File: config.mk
export PLATFORM = sky130hd
export DESIGN_NAME = led_mode_ctrl
export DESIGN_NICKNAME = d
export VERILOG_FILES = /design/src/rtl/led_mode_ctrl.sv
export SDC_FILE = /design/constraint.sdc
export NUM_CORES = 1
export LEC_CHECK = 0
export CORE_ASPECT_RATIO = 0.5
export CORE_UTILIZATION = 50
export CTS_CLUSTER_DIAMETER = 50
export CTS_CLUSTER_SIZE = 20
export DETAILED_ROUTE_END_ITERATION = 7
export GPL_ROUTABILITY_DRIVEN = 0
export GPL_TIMING_DRIVEN = 0
export PLACE_DENSITY = 0.67
export SLEW_MARGIN = 10
export SYNTH_ARGS = -nofsm -noshare
export SYNTH_HDL_FRONTEND = slang
export SYNTH_SLANG_ARGS = --single-unit
File: constraint.sdc
create_clock -name sys_clk -period 2.65 [get_ports sys_clk]
set_input_delay 0.53 -clock sys_clk [delete_from_list [all_inputs] [get_ports sys_clk]]
set_output_delay 0.53 -clock sys_clk [all_outputs]
set_load 0.02 [all_outputs]
File: src/rtl/led_mode_ctrl.sv
// Push-button LED mode controller: 2-flop key synchronizer, debouncer with one-shot
// press detect, and an OFF/ON/SLOW/FAST mode FSM driving a blinking LED.
module led_mode_ctrl #(
    parameter int unsigned DEBOUNCE_CYC = 1_000_000,
    parameter int unsigned SLOW_HALF    = 25_000_000,
    parameter int unsigned FAST_HALF    = 5_000_000
) (
    input  logic       sys_clk,
    input  logic       sys_rst,
    input  logic       key,
    output logic       led,
    output logic [1:0] mode,
    output logic       key_press
);

    localparam int unsigned DEB_W   = $clog2(DEBOUNCE_CYC);
    localparam int unsigned BLINK_W = $clog2(SLOW_HALF);

    typedef enum logic [1:0] {
        MODE_OFF  = 2'd0,
        MODE_ON   = 2'd1,
        MODE_SLOW = 2'd2,
        MODE_FAST = 2'd3
    } mode_e;

    logic [1:0]         sync_q,      sync_d;
    logic               stable_q,    stable_d;
    logic [DEB_W-1:0]   deb_cnt_q,   deb_cnt_d;
    logic               key_press_q, key_press_d;
    mode_e              mode_q,      mode_d;
    logic               led_q,       led_d;
    logic [BLINK_W-1:0] blink_cnt_q, blink_cnt_d;
    logic [BLINK_W-1:0] half_m1;

    // Synchronizer and debouncer; counter saturates one short of DEBOUNCE_CYC
    always_comb begin
        sync_d      = {sync_q[0], key};
        stable_d    = stable_q;
        deb_cnt_d   = '0;
        key_press_d = 1'b0;
        if (sync_q[1] != stable_q) begin
            if (deb_cnt_q == DEB_W'(DEBOUNCE_CYC - 1)) begin
                stable_d    = sync_q[1];
                key_press_d = ~sync_q[1];
            end else begin
                deb_cnt_d = deb_cnt_q + DEB_W'(1);
            end
        end
    end

    // Mode FSM and LED blinker; a press on the same edge as a toggle wins
    always_comb begin
        mode_d      = mode_q;
        led_d       = led_q;
        blink_cnt_d = '0;
        half_m1     = (mode_q == MODE_FAST) ? BLINK_W'(FAST_HALF - 1)
                                            : BLINK_W'(SLOW_HALF - 1);
        if (key_press_d) begin
            case (mode_q)
                MODE_OFF:  begin mode_d = MODE_ON;   led_d = 1'b1; end
                MODE_ON:   begin mode_d = MODE_SLOW; led_d = 1'b1; end
                MODE_SLOW: begin mode_d = MODE_FAST; led_d = 1'b1; end
                default:   begin mode_d = MODE_OFF;  led_d = 1'b0; end
            endcase
        end else begin
            case (mode_q)
                MODE_OFF: led_d = 1'b0;
                MODE_ON:  led_d = 1'b1;
                default: begin
                    if (blink_cnt_q == half_m1) begin
                        led_d = ~led_q;
                    end else begin
                        blink_cnt_d = blink_cnt_q + BLINK_W'(1);
                    end
                end
            endcase
        end
    end

    always_ff @(posedge sys_clk) begin
        if (sys_rst) begin
            sync_q      <= 2'b11;
            stable_q    <= 1'b1;
            deb_cnt_q   <= '0;
            key_press_q <= 1'b0;
            mode_q      <= MODE_OFF;
            led_q       <= 1'b0;
            blink_cnt_q <= '0;
        end else begin
            sync_q      <= sync_d;
            stable_q    <= stable_d;
            deb_cnt_q   <= deb_cnt_d;
            key_press_q <= key_press_d;
            mode_q      <= mode_d;
            led_q       <= led_d;
            blink_cnt_q <= blink_cnt_d;
        end
    end

    assign led       = led_q;
    assign mode      = mode_q;
    assign key_press = key_press_q;

endmodule

==> results of run 1 <==
[layer usage]
| layer | vias up | global-route usage, % | part of all wire, % |
|---|---|---|---|
| li1 | 917 | - | - |
| met1 | 821 | 24.9 | 50 |
| met2 | 14 | 33.4 | 46 |
| met3 | 7 | 5.01 | 2.8 |
| met4 | 0 | 8.33 | 1.7 |
| met5 | - | 0 | 0 |
[worst paths after layout]
| check | endpoint | cells after the start |
|---|---|---|
| setup / recovery | blink_cnt_q[18] | 8 |
| setup reg to reg | blink_cnt_q[18] | 8 |
| hold reg to reg | sync_q[1] | 1 |
| hold / removal | sync_q[1] | 1 |
[cell usage after synthesis, drive strengths merged, types with 2 or more instances]
| cell type | number | area (um2) |
|---|---|---|
| a211oi | 2 | 15.0 |
| and2 | 3 | 18.8 |
| and4 | 5 | 43.8 |
| buf | 3 | 41.3 |
| clkbuf | 4 | 15.0 |
| dfxtp | 52 | 1040 |
| ha | 7 | 87.6 |
| inv | 11 | 41.3 |
| nand2 | 13 | 48.8 |
| nand3 | 13 | 65.1 |
| nand4 | 8 | 50.1 |
| nand4b | 3 | 32.5 |
| nor2 | 62 | 233 |
| nor2b | 2 | 12.5 |
| nor3 | 7 | 35.0 |
| nor3b | 4 | 30.0 |
| nor4 | 6 | 37.5 |
| nor4b | 2 | 17.5 |
| o311ai | 2 | 17.5 |
| or2 | 2 | 12.5 |
| or3 | 3 | 18.8 |
| or4 | 3 | 22.5 |
| xnor2 | 31 | 272 |
| xor2 | 11 | 96.3 |
[stage by stage]
| step | instances | area, um2 |
|---|---|---|
| after floorplan | 267 | 2380 |
| after global placement | 339 | 2520 |
| after detailed placement | 339 | 2520 |
| after CTS | 347 | 2630 |
| after global routing | 347 | 2640 |
| final | 347 | 2640 |
[cells by family (layout without fill, tap and decap cells)]
family / count (synthesis) / in the layout
and+or+nand+nor: 140 / 140
DFF: 52 / 52
xor gates and xnor gates: 42 / 42
buffers and inverters: 18 / 32
adders and majority gates: 7 / 7
AOI/OAI and AO/OA: 7 / 7
muxes: 1 / 1
[repair_timing]
item,in CTS,in global routing
resized for setup,0,1
endpoints found under the setup margin,0,20
hold endpoints to repair,0,0
setup buffers,0,0
[state kept, by name, indices dropped and copies added (netlist names)]
| signal | count |
|---|---|
| blink_cnt_q | 25 |
| deb_cnt_q | 20 |
| key_press | 1 |
| led | 1 |
| mode | 2 |
| stable_q | 1 |
| sync_q | 2 |
[power groups by stage]
stage	logic [mW]	clock network [mW]	registers, mW
after floorplan	0.00638	0	0.802
after global placement	0.0111	0	0.802
after detailed placement	0.0113	0	0.802
after CTS	0.0113	0.567	0.784
after global routing	0.0124	0.599	0.784
final	0.0110	0.553	0.784
[layout make-up]
class,instances,area share [%]
Clock buffer,5,2.60
Tap cell,66,3.13
Sequential cell,52,39.4
Buffer,7,2.13
Inverter,11,1.56
Clock inverter,3,1.61
Timing Repair Buffer,6,2.27
Multi-Input combinational cell,197,47.3
==> results.sh, run 1 <==
export IMPL_hold_class="reg2reg"
export IMPL_utilization_pct=58.9
export IMPL_fin_crit_sh_pct=92.5
export IMPL_synth_top_family_by_area="simple AND/OR/NAND/NOR gates"
export IMPL_multi_input_area_um2=1250
export IMPL_fin_crit_ps=2450
export IMPL_tns_ps=0
export IMPL_ys_seq_area_share_pct=43.8
export IMPL_criticalPathCategory="reg2reg"
export IMPL_cap_violations=0
export IMPL_yosys_area_share_simple_pct=29.9
export IMPL_holdCritStartpoint="sync_q[0]"
export IMPL_rsz0062_at_grt="no"
export IMPL_syn_to_final_growth_pct=11.2
export IMPL_clk_latency_ps=310
export IMPL_clkPwrFrac_pct=41.0
export IMPL_cts_tree="done"
export IMPL_cts_sinks=52
export IMPL_final_setup_worst_slack_ps=198
export IMPL_cpLargestDelayFamily="simple AND/OR/NAND/NOR gates"
export IMPL_yosys_warnings=0
export IMPL_power_frac_seq_pct=58.1
export IMPL_ys_async_sr_fraction_pct=0
export IMPL_most_common_layout_cells="nor2_1 (62), dfxtp_1 (52), xnor2_1 (31)"
export IMPL_synth_ff_type="dfxtp_1"
export IMPL_core_area_um2=4490
export IMPL_nets=290
export IMPL_die_w_um=99.5
export IMPL_p_leak_nw=0.769
export IMPL_dieArea_um2=5050
export IMPL_final_layout_size_suffix_gt1_share_pct=5.69
export IMPL_p_comb_share_pct=0.8
export IMPL_synth_xor_area_share_pct=15.5
export IMPL_clkTransAtPathRegs_ps=100
export IMPL_drv_slew=0
export IMPL_hold_viol=0
export IMPL_worstPathArrival_ps=2660
export IMPL_hold_buffers=0
export IMPL_initial_core_util_pct=52.9
export IMPL_grt_pass1_vias=1729
export IMPL_htree_levels=2
export IMPL_muxShareOfSynthArea_pct=0.421
export IMPL_p_total_mw=1.35
export IMPL_intPower_mw=1.07
export IMPL_placementRows=17
export IMPL_p_sw_uw=280
export IMPL_end_kind="flip-flop"
export IMPL_drt_initial_drc_count=28
export IMPL_switching_share_pct=20.8
export IMPL_drt_vias_per_instance=5.07
export IMPL_gr_total_overflow=0
export IMPL_cts_buffers=5
export IMPL_synth_cell_types=34
export IMPL_clock_path_buffers=2
export IMPL_drt_antenna_violating_nets=0
export IMPL_portBuffers=6
export IMPL_start_kind="flip-flop"
export IMPL_routedWlPerCell_um=12.3
export IMPL_crit_required_ps=2860
export IMPL_io_pins=7
export IMPL_p_per_area_nw_per_um2=510
export IMPL_synth_compound_area_share_pct=2.58
export IMPL_grt_pass1_wl_um=7780
export IMPL_antennaDiodeCount=0
export IMPL_drc=0
export IMPL_status="completed"
export IMPL_path_cells="ha_1 -> nand4b_1 -> or4_1 -> a2111oi_4 -> nand4bb_1 -> buf_6 -> buf_8 -> nor2_1"
export IMPL_die_y_um=50.7
export IMPL_ys_seq_elements=52
export IMPL_crit_path_max_incr_delay_ps=540
export IMPL_synth_nets=277
export IMPL_path_max_fanout=10
export IMPL_setup_violations_final=0
export IMPL_syn_avg_cell_area_um2=8.90
export IMPL_dr_pass1_iters=4
export IMPL_cts_root_buf="clkbuf_8"
export IMPL_grt_max_degree=17
export IMPL_whs_ps=410
export IMPL_relSlewSlack_pct=51.3
export IMPL_ir_drop_mv=0.235
export IMPL_critPathBufInv=2
export IMPL_synth_edf_count=0
export IMPL_timing_critical_path_from="mode[1]"
export IMPL_reg2reg_setup_slack_ps=200
export IMPL_nFillCells=419
export IMPL_regToRegStartpoint="mode[1]"
export IMPL_dpl_hpwl_um=3040
export IMPL_syn_inst=267
export IMPL_synthAdderAreaFrac_pct=3.69
export IMPL_final_common_cell="nor2_1"
export IMPL_cp_slowest_cell="or4_1"
export IMPL_tightest_slew_ps=729
export IMPL_vias=1759
export IMPL_wl_um=4260
export IMPL_antenna_found_initial=0
export IMPL_synth_area_um2=2380
export IMPL_register_area_um2=1040
export IMPL_place_ws_ps=191
export IMPL_grt_usage_pct=20.0
export IMPL_fmax_mhz=408
export IMPL_fin_skew_ps=10.6
Note: power is estimated with default switching activity, not from simulation.
==> inputs of run 2 (changes only) <==
--- a/config.mk
+++ b/config.mk
@@ -8,7 +8,7 @@
 export CORE_ASPECT_RATIO = 0.5
 export CORE_UTILIZATION = 50
 export CTS_CLUSTER_DIAMETER = 50
-export CTS_CLUSTER_SIZE = 20
+export CTS_CLUSTER_SIZE = 16
 export DETAILED_ROUTE_END_ITERATION = 7
 export GPL_ROUTABILITY_DRIVEN = 0
 export GPL_TIMING_DRIVEN = 0
==> results of run 2 <==
Final layout, timing and power as in run 1 (identical DEF).
